===== src/rtl/mux_tdm_n.sv =====
// N-lane time-division serializer: captures a frame of LANES words and emits them one
// per valid/ready transfer, either every slot (fixed) or only the valid lanes (COMPACT).
module mux_tdm_n #(
    parameter int WIDTH   = 8,
    parameter int LANES   = 4,
    parameter int COMPACT = 0,
    localparam int LW     = (LANES > 1) ? $clog2(LANES) : 1
) (
    input  logic                   clk,
    input  logic                   reset,
    input  logic                   in_strobe,
    input  logic [LANES-1:0]       in_valid,
    input  logic [LANES*WIDTH-1:0] in_data,
    output logic                   in_ready,
    output logic                   out_valid,
    input  logic                   out_ready,
    output logic [WIDTH-1:0]       out_data,
    output logic                   out_dvalid,
    output logic [LW-1:0]          out_lane,
    output logic                   out_last
);

    typedef enum logic {IDLE, SEND} state_t;

    state_t                        state_q, state_d;
    logic [LANES-1:0][WIDTH-1:0]   bank_q, bank_d;
    logic [LANES-1:0]              mask_q, mask_d;
    logic [LW-1:0]                 ptr_q, ptr_d;
    logic                          send, xfer, last_slot, accept;

    function automatic logic has_set_from(input logic [LANES-1:0] m, input int start);
        has_set_from = 1'b0;
        for (int i = 0; i < LANES; i++) begin
            if (i >= start && m[i]) has_set_from = 1'b1;
        end
    endfunction

    function automatic logic [LW-1:0] first_set_from(input logic [LANES-1:0] m, input int start);
        logic found;
        found          = 1'b0;
        first_set_from = '0;
        for (int i = 0; i < LANES; i++) begin
            if (i >= start && m[i] && !found) begin
                first_set_from = LW'(i);
                found          = 1'b1;
            end
        end
    endfunction

    always_comb begin
        send = (state_q == SEND);
        xfer = send && out_ready;
        if (COMPACT != 0) begin
            last_slot = !has_set_from(mask_q, int'(ptr_q) + 1);
        end else begin
            last_slot = (ptr_q == LW'(LANES - 1));
        end
        // A new frame may load on the same edge that retires the last slot of the old one.
        in_ready = !reset && (!send || (xfer && last_slot));
        accept   = in_strobe && in_ready;
    end

    always_comb begin
        // NOTE: every _d starts from its held value, so no branch can leave it unassigned and infer a latch.
        state_d = state_q;
        bank_d  = bank_q;
        mask_d  = mask_q;
        ptr_d   = ptr_q;
        if (accept) begin
            bank_d = in_data;
            mask_d = in_valid;
            if (COMPACT != 0) begin
                ptr_d   = first_set_from(in_valid, 0);
                state_d = (in_valid != '0) ? SEND : IDLE;
            end else begin
                ptr_d   = '0;
                state_d = SEND;
            end
        end else if (xfer) begin
            if (last_slot) begin
                state_d = IDLE;
                ptr_d   = '0;
            end else if (COMPACT != 0) begin
                ptr_d = first_set_from(mask_q, int'(ptr_q) + 1);
            end else begin
                ptr_d = ptr_q + 1'b1;
            end
        end
    end

    always_ff @(posedge clk) begin
        // NOTE: state registers take <= only; the combinational next-state logic above uses =.
        if (reset) begin
            state_q <= IDLE;
            // NOTE: the bank is a small register file, not a RAM, so clearing it on reset is legitimate.
            bank_q  <= '0;
            mask_q  <= '0;
            ptr_q   <= '0;
        end else begin
            state_q <= state_d;
            bank_q  <= bank_d;
            mask_q  <= mask_d;
            ptr_q   <= ptr_d;
        end
    end

    always_comb begin
        out_valid  = send;
        out_data   = send ? bank_q[ptr_q] : '0;
        out_dvalid = send ? ((COMPACT != 0) ? 1'b1 : mask_q[ptr_q]) : 1'b0;
        out_lane   = send ? ptr_q : '0;
        out_last   = send && last_slot;
    end

endmodule

===== config.mk =====
export PLATFORM = sky130hd
export DESIGN_NAME = mux_tdm_n
export DESIGN_NICKNAME = d
export VERILOG_FILES = /design/src/rtl/mux_tdm_n.sv
export SDC_FILE = /design/constraint.sdc
export NUM_CORES = 1
export LEC_CHECK = 0
export BUFFER_PORTS_ARGS = -buffer_cell sky130_fd_sc_hd__buf_2
export CAP_MARGIN = 20
export CORE_ASPECT_RATIO = 1.75
export CORE_MARGIN = 4
export CORE_UTILIZATION = 50
export DETAILED_ROUTE_END_ITERATION = 7
export PLACE_DENSITY = 0.77
export SLEW_MARGIN = 20
export SYNTH_ARGS = -nofsm -noshare
export SYNTH_HDL_FRONTEND = slang
export SYNTH_SLANG_ARGS = --single-unit

===== constraint.sdc =====
create_clock -name clk -period 1.8 [get_ports clk]
set_input_delay 0.09 -clock clk [delete_from_list [all_inputs] [get_ports clk]]
set_output_delay 0.09 -clock clk [all_outputs]
set_load 0.03 [all_outputs]

==> flow_results.org <==
** Outcome
- The run finished with clean final reports.

** Logic synthesis
- Fraction of synthesized cell area taken by the top area cell type :: 38.9%
- Yosys mapped the design onto 21 distinct sky130hd cell types.
- Synth Instances :: 158
- Synthesis produced a netlist with a net count of 199.
- By area the synthesized netlist is led by sky130_fd_sc_hd__dfxtp_1 (39%), sky130_fd_sc_hd__mux2_4 (22%), sky130_fd_sc_hd__nor2b_1 (12%).
- Number of warnings reported in the yosys synthesis log :: 0
- After synthesis, flip-flops and latches occupy 38.9% of the total area.
- Mean instance size in the synthesized netlist :: 12.7 µm²
- Summing every instance area after synthesis gives 2010 µm².
- Synthesis inferred 39 register bits.
- Yosys top cell by area :: sky130_fd_sc_hd__dfxtp_1

** Critical path
- Worst Path Required :: 1710 ps
- At the worst endpoint, the arrival time is 1690 ps.
- The worst setup path is launched from a flop.
- CP Capture Type :: output port
- In this run the worst path has a maximum fanout of 6.
- The setup path with the least slack is of type reg -> out.

** STA
- Fin Clk Skew :: 8.25 ps
- Of the available clock period, the critical path in the final layout requires 99.1%.
- The worst pin sits at a relative slew slack of 73.1%.
- Pin slew with the least headroom to its limit :: 403 ps
- Count of endpoints failing setup in the final report :: 0
- Setup repair after global routing missed its margin :: yes
- FMAX :: 561 MHz
- Clock period minus worst slack :: 1780 ps
- Max-slew violation count :: 0
- The final hold violation count was 0.
- Sum of negative setup slack :: 0 ps

** Detailed routing
- TritonRoute pass-1 iters :: 4
- In the routed design, unresolved DRC markers number 0.
- In this run, the number of DRC markers left after iteration 0 of detailed routing was 18.
- The detail route stage leaves a number of antenna-violating nets equal to 0.
- Average wire length per cell after detail routing :: 16.0 µm
- Summed over all layers, the routed wires come to 4300 µm.
- The detailed router placed 1351 vias in this run.
- Dividing the detail-routed via count by the number of cells gives 5.04.

** Final layout
- Net count, final :: 260
- Non-filler cells, final :: 268
- The repair_antennas step left the layout with diodes totalling 0.
- Leading cell type in the layout, fill and taps excluded :: sky130_fd_sc_hd__buf_2
- Relative to the synthesized area, the layout overhead comes to 26.5%.
- In the layout the commonest cells are sky130_fd_sc_hd__buf_2 (49), sky130_fd_sc_hd__dfxtp_1 (38), sky130_fd_sc_hd__nor2b_1 (37).
- Layout cell share with drive strength beyond 1 :: 55.9%
- Cells fill 65.6% of the core in the end.

** Clocking
- Number of sinks driven by the clock tree :: 39
- Max Buffers Root-to-Sink :: 2
- After clock tree synthesis, the clock-pin slew on the worst setup and hold paths is 80 ps.
- The clock reaches the later pin of the worst-skew pair after 300 ps.
- Clk Tree Root Cell :: sky130_fd_sc_hd__clkbuf_8
- Number of buffers created by CTS :: 5
- Clock tree from TritonCTS :: done
- H-tree levels :: 2
- After clock tree synthesis, the flow added hold-fix buffers numbering 0.

** Power and ir drop
- Cell-internal power :: 0.00149 W
- VDD sags by at most 0.690 mV.
- Switching share of total power :: 23.9%
- Reported leakage power :: 1.14 nW
- Combinational logic burns 17.9% of the power.
- Net switching power figure :: 0.000468 W
- Clock share of power :: 33.5%
- Registers are responsible for 48.7% of the overall power.
- In this run the power density over the cells is 771 nW/µm².

** Floorplan
- I/O pin count :: 54
- Die height :: 91.8 µm
- Number of core rows :: 30
- The total area inside the core boundary comes to 3870 µm².
- Once the floorplan was initialized, standard cells occupied 51.9% of the core.
- From left edge to right edge, the die measures 55.9 µm.
- DIE AREA :: 5130 µm²

** Job
- The tool flagged a number of max-cap violations equal to 0.

** Placement
- Count of input and output buffers :: 53
- HPWL after detailed placement :: 2670 µm
- Total placed cells including tap cells :: 254
- GP Congestion :: 0.747

** Global routing
- First-pass GRT wire length :: 6440 µm
- The initial antenna violation count came to 0.
- Summed over all layers, the global routing overflow is 0.
- GR Util All Layers :: 16.3%
- Entering global routing, the biggest net connects 41 pins.
- Number of global-route vias before repair :: 1372

** Worst hold path
- Worst Hold Class :: in -> reg
logic make-up after synthesis:
kind of cell,count (synthesis),share of synthesized area [%]
AO/OA/AOI/OAI,3,1.43
adder cells (fa/ha/maj),1,0.624
buffers and inverters,11,5.05
flip-flops,39,38.9
multiplexers,46,36.2
AND/OR/NAND/NOR,58,17.7
cell type report:
cell class / count / area [µm²]
sequential: 39 / 782
fill: 297 / 1330
timing repair buffer: 65 / 450
multi-input combinational: 108 / 1140
tap: 48 / 60.1
clock buffer: 8 / 100
critical path, stage by stage (launching register included):
cell,delay [ps]
sky130_fd_sc_hd__dfxtp_2,360
sky130_fd_sc_hd__bufbuf_16,260
sky130_fd_sc_hd__mux4_2,480
sky130_fd_sc_hd__and2_4,170
sky130_fd_sc_hd__buf_6,130
power groups by stage:
| stage | registers [W] | clock network [W] | logic, W |
|---|---|---|---|
| final | 0.000952 | 0.000655 | 0.000350 |
| after detailed placement | 0.000968 | 0 | 0.000317 |
| after global routing | 0.000960 | 0.000708 | 0.000374 |
| after global placement | 0.000967 | 0 | 0.000312 |
| after CTS | 0.000950 | 0.000665 | 0.000333 |
| after floorplan | 0.000965 | 0 | 0.000234 |
synth_stat cells:
library cell               number
sky130_fd_sc_hd__nor2_1         4
sky130_fd_sc_hd__mux4_2         9
sky130_fd_sc_hd__a21oi_1        1
sky130_fd_sc_hd__nor3b_1        1
sky130_fd_sc_hd__mux2_4        29
sky130_fd_sc_hd__and2_2         1
sky130_fd_sc_hd__clkbuf_1       6
sky130_fd_sc_hd__nor3_1         1
sky130_fd_sc_hd__o21ai_0        1
sky130_fd_sc_hd__mux2i_1        1
sky130_fd_sc_hd__nand2_1        2
sky130_fd_sc_hd__a21boi_4       1
sky130_fd_sc_hd__buf_12         3
sky130_fd_sc_hd__mux2_2         7
sky130_fd_sc_hd__and2_1        11
sky130_fd_sc_hd__buf_6          1
sky130_fd_sc_hd__dfxtp_1       39
sky130_fd_sc_hd__buf_4          1
sky130_fd_sc_hd__nor3b_2        1
sky130_fd_sc_hd__ha_1           1
sky130_fd_sc_hd__nor2b_1       37
sequential cells by signal (all words and copies together), names as in the netlist:
signal	cells
bank_q	32
mask_q	4
ptr_q	2
out_valid	1
final timing paths:
check / start / to / slack, ps / depth (start not counted)
min: in_data[9] / bank_q[9] / 10 / 2
max: ptr_q[0] / out_data[7] / 20 / 4
max reg2reg: ptr_q[0] / bank_q[27] / 110 / 7
min reg2reg: bank_q[29] / bank_q[29] / 600 / 2
what timing repair did:
action                                  CTS  global route
resized for setup                         8            12
endpoints found under the hold margin     0             0
pin swaps                                 0             1
endpoints found under the setup margin    9            12
gates cloned                              1             2
buffers inserted                          1             2
layer usage:
layer | vias up | routed length, µm | global-route usage, %
met5 | - | 0 | 0
met2 | 31 | 2420 | 28.9
met4 | 0 | 75 | 6.53
met3 | 7 | 219 | 5.35
met1 | 648 | 1580 | 17.6
li1 | 665 | - | -
stage by stage:
step	hold slack, ps	total power [W]	cell area, µm²	setup WS, ps
6_report	12.7	0.00196	2540	16.0
5_1_grt	8.29	0.00204	2540	-40.4
4_1_cts	9.15	0.00195	2460	3.83
3_5_place_dp	319	0.00128	2290	173
3_3_place_gp	316	0.00128	2290	225
2_1_floorplan	211	0.00120	2010	150
Note: power is estimated with default switching activity, not from simulation.
